**config.mk**
```make
export PLATFORM = sky130hd
export DESIGN_NAME = mem_stream_reader
export DESIGN_NICKNAME = d
export VERILOG_FILES = /design/src/rtl/mem_stream_reader.sv
export SDC_FILE = /design/constraint.sdc
export NUM_CORES = 1
export LEC_CHECK = 0
export ABC_AREA = 0
export CORE_ASPECT_RATIO = 0.8
export CORE_MARGIN = 2
export CORE_UTILIZATION = 55
export CTS_CLUSTER_DIAMETER = 200
export DETAILED_ROUTE_END_ITERATION = 7
export PLACE_DENSITY_LB_ADDON = 0.1
export SLEW_MARGIN = 20
export SYNTH_ARGS = -nofsm -noshare
export SYNTH_HDL_FRONTEND = slang
export SYNTH_SLANG_ARGS = --single-unit
```
**constraint.sdc**
```tcl
create_clock -name i_clk -period 2.78 [get_ports i_clk]
set_input_delay 0.556 -clock i_clk [delete_from_list [all_inputs] [get_ports i_clk]]
set_output_delay 0.556 -clock i_clk [all_outputs]
set_load 0.03 [all_outputs]
```
**src/rtl/mem_stream_reader.sv**
```systemverilog
// mem_stream_reader
// Reads a programmable address range {base, len} from a single-port SRAM and
// streams the words out over valid/ready. The SRAM has a 1-cycle read latency.
// Read data lands in a small first-word-fall-through prefetch FIFO.
// FIFO space is reserved when a read is issued, so back-pressure can never
// cause a returning word to be dropped.
// Loop mode repeats the range until i_stop is asserted.
module mem_stream_reader #(
  parameter int DATA_W     = 8,
  parameter int ADDR_W     = 8,
  parameter int FIFO_DEPTH = 4
) (
  input  logic              i_clk,
  input  logic              i_reset,
  input  logic              i_start,
  input  logic              i_mode,
  input  logic [ADDR_W-1:0] i_base,
  input  logic [ADDR_W:0]   i_len,
  input  logic              i_stop,
  output logic              o_busy,
  output logic              o_done,
  output logic              o_valid,
  input  logic              i_ready,
  output logic [DATA_W-1:0] o_data,
  output logic              o_mem_csb,
  output logic              o_mem_web,
  output logic [ADDR_W-1:0] o_mem_addr,
  input  logic [DATA_W-1:0] i_mem_rdata
);

  localparam int PTR_W = (FIFO_DEPTH > 1) ? $clog2(FIFO_DEPTH) : 1;
  localparam int CNT_W = PTR_W + 1;
  localparam int OCC_W = CNT_W + 1;
  localparam int LEN_W = ADDR_W + 1;
  localparam logic [OCC_W-1:0] DEPTH_OCC = OCC_W'(FIFO_DEPTH);

  typedef enum logic [1:0] {
    S_IDLE,
    S_RUN,
    S_DRAIN
  } state_t;

  state_t state_q, state_d;

  // Latched command and pass progress
  logic [ADDR_W-1:0] base_q;
  logic [LEN_W-1:0]  len_q;
  logic              mode_q;
  logic [ADDR_W-1:0] cur_q;
  logic [LEN_W-1:0]  issued_q;

  // Read pipeline and completion bookkeeping
  logic              inflight_q;
  logic              empty_done_q;
  logic              issue;
  logic              drain_done;

  // Prefetch FIFO
  logic [DATA_W-1:0] fifo_mem [FIFO_DEPTH];
  logic [PTR_W-1:0]  wr_ptr_q;
  logic [PTR_W-1:0]  rd_ptr_q;
  logic [CNT_W-1:0]  fifo_count_q;
  logic              push;
  logic              pop;

  logic              accept_cmd;
  logic              empty_cmd;
  logic              last_of_pass;
  logic [OCC_W-1:0]  occupancy;

  assign accept_cmd   = (state_q == S_IDLE) && i_start && (i_len != '0);
  assign empty_cmd    = (state_q == S_IDLE) && i_start && (i_len == '0);
  assign last_of_pass = (issued_q == len_q - LEN_W'(1));

  // Buffered words plus the word still coming back from the SRAM.
  // This total must stay below the depth before another read may be issued.
  assign occupancy    = {1'b0, fifo_count_q} + OCC_W'(inflight_q);

  assign push         = inflight_q;
  assign pop          = o_valid && i_ready;

  assign o_valid      = (fifo_count_q != '0);
  assign o_data       = o_valid ? fifo_mem[rd_ptr_q] : '0;
  assign o_busy       = (state_q != S_IDLE);
  assign o_done       = drain_done || empty_done_q;
  assign o_mem_csb    = ~issue;
  assign o_mem_web    = 1'b1;
  assign o_mem_addr   = cur_q;

  // State register
  // NOTE: clocked state uses non-blocking (<=) so every flop samples pre-edge values; blocking here creates order-dependent simulation races.
  always_ff @(posedge i_clk) begin
    if (i_reset) begin
      state_q <= S_IDLE;
    end else begin
      state_q <= state_d;
    end
  end

  // Next-state logic, read issue and drain completion
  // NOTE: every output of this block is given a default first, so no path leaves a value unassigned and no latch is inferred.
  always_comb begin
    state_d    = state_q;
    issue      = 1'b0;
    drain_done = 1'b0;
    case (state_q)
      S_IDLE: begin
        if (accept_cmd) begin
          state_d = S_RUN;
        end
      end
      S_RUN: begin
        if (i_stop) begin
          state_d = S_DRAIN;
        end else if (occupancy < DEPTH_OCC) begin
          issue = 1'b1;
          if (last_of_pass && !mode_q) begin
            state_d = S_DRAIN;
          end
        end
      end
      S_DRAIN: begin
        if ((fifo_count_q == '0) && !inflight_q) begin
          drain_done = 1'b1;
          state_d    = S_IDLE;
        end
      end
      default: state_d = S_IDLE;
    endcase
  end

  // Command latch, address walk and in-flight tracking
  always_ff @(posedge i_clk) begin
    if (i_reset) begin
      base_q       <= '0;
      len_q        <= '0;
      mode_q       <= 1'b0;
      cur_q        <= '0;
      issued_q     <= '0;
      inflight_q   <= 1'b0;
      empty_done_q <= 1'b0;
    end else begin
      empty_done_q <= empty_cmd;
      inflight_q   <= issue;
      if (accept_cmd) begin
        base_q   <= i_base;
        len_q    <= i_len;
        mode_q   <= i_mode;
        cur_q    <= i_base;
        issued_q <= '0;
      end else if (issue) begin
        if (last_of_pass) begin
          // Rewind for the next pass; unused when a single pass ends here
          cur_q    <= base_q;
          issued_q <= '0;
        end else begin
          cur_q    <= cur_q + ADDR_W'(1);
          issued_q <= issued_q + LEN_W'(1);
        end
      end
    end
  end

  // FIFO pointers and fill count
  always_ff @(posedge i_clk) begin
    if (i_reset) begin
      wr_ptr_q     <= '0;
      rd_ptr_q     <= '0;
      fifo_count_q <= '0;
    end else begin
      if (push) begin
        wr_ptr_q <= wr_ptr_q + PTR_W'(1);
      end
      if (pop) begin
        rd_ptr_q <= rd_ptr_q + PTR_W'(1);
      end
      case ({push, pop})
        2'b10:   fifo_count_q <= fifo_count_q + CNT_W'(1);
        2'b01:   fifo_count_q <= fifo_count_q - CNT_W'(1);
        default: fifo_count_q <= fifo_count_q;
      endcase
    end
  end

  // FIFO storage: capture the SRAM word the cycle after its read was issued
  // NOTE: storage array is deliberately not reset; the count/pointers define which entries are valid, and o_data is gated when empty.
  always_ff @(posedge i_clk) begin
    if (push) begin
      fifo_mem[wr_ptr_q] <= i_mem_rdata;
    end
  end

endmodule

```
==> reports/metrics.yaml <==
sta:
  rsz0062_at_grt: "no"
  finalCritPeriodShare_pct: 96.3
  post-route-min-period_ns: 2.68
  slew_viol_final: 0
  relSlewSlack_pct: 62.7
  fmax_ghz: 0.374
  fin_ws_ns: 0.104
  clock_skew_ns: 0.00720
  worst_slew_pin_slew_ns: 0.560
  hold_viol: 0
  setup_viol: 0
grt:
  grt_pass1_wl_um: 13300
  grt_remaining_overflow: 0
  grt_max_degree: 34
  track_usage_pct: 21.9
  busiest_layer: "met2"
  grt_util_met2_pct: 33.4
  antenna_found_initial: 0
  met3_usage_pct: 6.07
  grt_pass1_vias: 2738
  grt.met1_usage_pct: 31.3
clocking:
  clock_latency_ns: 0.35
  clockBufferDepth: 2
  cts_tree: "built"
  cts_buffers: 9
  clock-sinks: 80
  postCtsSetupBuffers: 0
  clkTransAtPathRegs_ns: 0.09
  cts_root_buffer: "clkbuf_8"
  htree_num_levels: 3
power_and_ir_drop:
  switchingPower_uw: 868
  p_sw_share_pct: 28.5
  p_per_area_mw_per_mm2: 649
  ir_drop_mv: 0.411
  p_leak_uw: 0.00172
  intPower_uw: 2180
  clkPwrFrac_pct: 33.6
  seq_power_share_pct: 43.7
  p_comb_share_pct: 22.7
logic_synthesis:
  yosys_warnings: 0
  synth_area_mm2: 0.00386
  synth-seq-cells: 80
  async_reset_ff_share_pct: 0
  syn_inst: 375
  post_synth.cell_area_avg_um2: 10.3
  synth_seq_area_share_pct: 49.8
  synth_edf_count: 32
  syn_nets: 415
  synthDistinctLibCells: 57
  ys.flop_type: "dfxtp_1"
layout:
  register_area_mm2: 0.00192
  multi_input_area_mm2: 0.00179
  num_antenna_cells: 0
  syn_to_final_growth_pct: 21.7
  drive_gt1_share_pct: 11.2
  nets: 464
  layout_common_cells: "dfxtp_1 (48), clkdlybuf4s50_1 (44), nand2_1 (40)"
  nFillCells: 554
  final_common_cell: "dfxtp_1"
  stdcell_count: 516
place:
  dp.cells: 500
  place_hpwl_um: 5790
  portBuffers: 50
  place_congestion: 0.812
  dp_slack_ns: -0.0506
worst_setup_path:
  rr_worst_depth: 8
  start_kind: "flip-flop"
  slowest_stage: "clkdlybuf4s50_1"
  cpPeakStageDelay_ns: 0.58
  path_max_fanout: 8
  crit_chain: "buf_4 > mux4_2 > and2_1 > clkdlybuf4s50_1"
  critPathCaptureType: "output port"
  required_ns: 2.22
  critical_path_class: "reg2out"
  cp.arrival_ns: 2.12
routing:
  drt_iter0_markers: 142
  routed_wl_um: 8190
  detail_route.first_pass.iterations: 4
  vias_per_cell: 5.57
  postRouteAntennaNets: 0
  wl_per_cell_um: 15.9
  drc_errors: 0
  vias: 2875
min_path:
  hp-class: "reg2reg"
  hold_path_depth: 2
floorplan:
  die_x_um: 97.7
  initial_core_util_pct: 56.6
  core-area_mm2: 0.00682
  dieArea_mm2: 0.00771
  die_h_um: 78.9
  rows: 27
  ioPinCount: 52
run_status:
  outcome: "finished, final reports clean"
flow_run:
  drv_cap: 0
[path summary, 6_finish.rpt]
kind / slack (ns) / start / endpoint
worst max-delay path: 0.10 / flip-flop / o_data[6]
worst min-delay path: 0.45 / base_q[6]$_SDFFE_PP0P_ / base_q[6]$_SDFFE_PP0P_
worst min register to register: 0.45 / base_q[6]$_SDFFE_PP0P_ / base_q[6]$_SDFFE_PP0P_
worst max register to register: 0.45 / len_q[0]$_SDFFE_PP0P_ / o_mem_addr[0]$_SDFFE_PP0P_
[through the flow]
stage,TNS (ns),utilization [%],power (µW),cell area (µm²),hold slack (ns)
floorplan,0,-,1800,3860,0.427
global placement,-0.0574,65.0,2040,4440,0.435
detailed placement,-0.0506,65.0,2050,4440,0.443
CTS,0,68.6,3070,4680,0.454
global route,0,68.8,3180,4700,0.469
finish,0,68.8,3050,4700,0.451
[sequential cells by signal (all words and copies together), names as in the netlist, named ones only]
signal	cells
issued_q	9
rd_ptr_q	2
inflight_q	1
mode_q	1
base_q	8
len_q	9
empty_done_q	1
state_q	2
o_mem_addr	8
fifo_mem	32
fifo_count_q	3
wr_ptr_q	2
[Yosys cell counts, drive strengths merged, types with 2 or more instances]
master	count	area share, %
mux4	8	4.7
clkbuf	11	1.1
a31o	4	0.91
xor2	9	2.0
ha	8	2.6
dfxtp	48	25
nor2	25	2.7
o211ai	11	2.1
nand3	14	1.8
a22oi	4	0.78
nor3	9	1.3
and2	19	3.1
or3	4	0.65
a211oi	7	1.8
o31a	2	0.45
nand2	40	3.9
xnor2	16	3.6
o21ai	12	1.6
buf	10	1.5
or2	2	0.32
nand2b	4	0.65
nor4	5	1.2
nand4	8	1.5
inv	12	1.2
edfxtp	32	25
a31oi	3	0.49
and3	6	0.97
a21oi	23	3.0
[power by group through the flow]
stage / Combinational [µW] / Sequential, µW / Clock (µW)
detailed placement: 691 / 1360 / 0
global placement: 680 / 1360 / 0
floorplan: 424 / 1380 / 0
global route: 753 / 1340 / 1090
finish: 691 / 1330 / 1020
CTS: 694 / 1330 / 1040
[layout make-up]
type,instances,area share (%)
clock buffer,9,2.64
multi-input combinational,261,38.2
tap,87,2.32
inverter,13,1.04
clock inverter,7,2.53
sequential,80,40.9
timing repair buffer,59,12.4
[kinds of logic after synthesis]
group,count (synthesis),synth area share [%]
XOR/XNOR,25,5.67
adder cells (fa/ha/maj),9,3.11
other,1,0.0972
buffers and inverters,34,3.82
multiplexers,9,4.93
flip-flops,80,49.8
AND/OR/NAND/NOR,141,19.2
AO/OA/AOI/OAI,76,13.4
[timing repair]
item / in CTS / in global routing
hold buffers: 0 / 0
gates resized for setup: 1 / 6
endpoints found under the setup margin: 1 / 6
[worst max-delay path, delay by kind of cell, from the launching register on]
kind | cells | cell delay (ns)
buf+inv | 2 | 0.79
flops | 1 | 0.32
mux | 1 | 0.51
simple gates | 1 | 0.16
[layer usage]
metal  part of all wire [%]  up-vias
met5                      0        -
met1                     47     1333
met4                   0.67        0
met3                    7.2        4
met2                     45       98
li1                       -     1440
(Power assumes the default switching activity.)
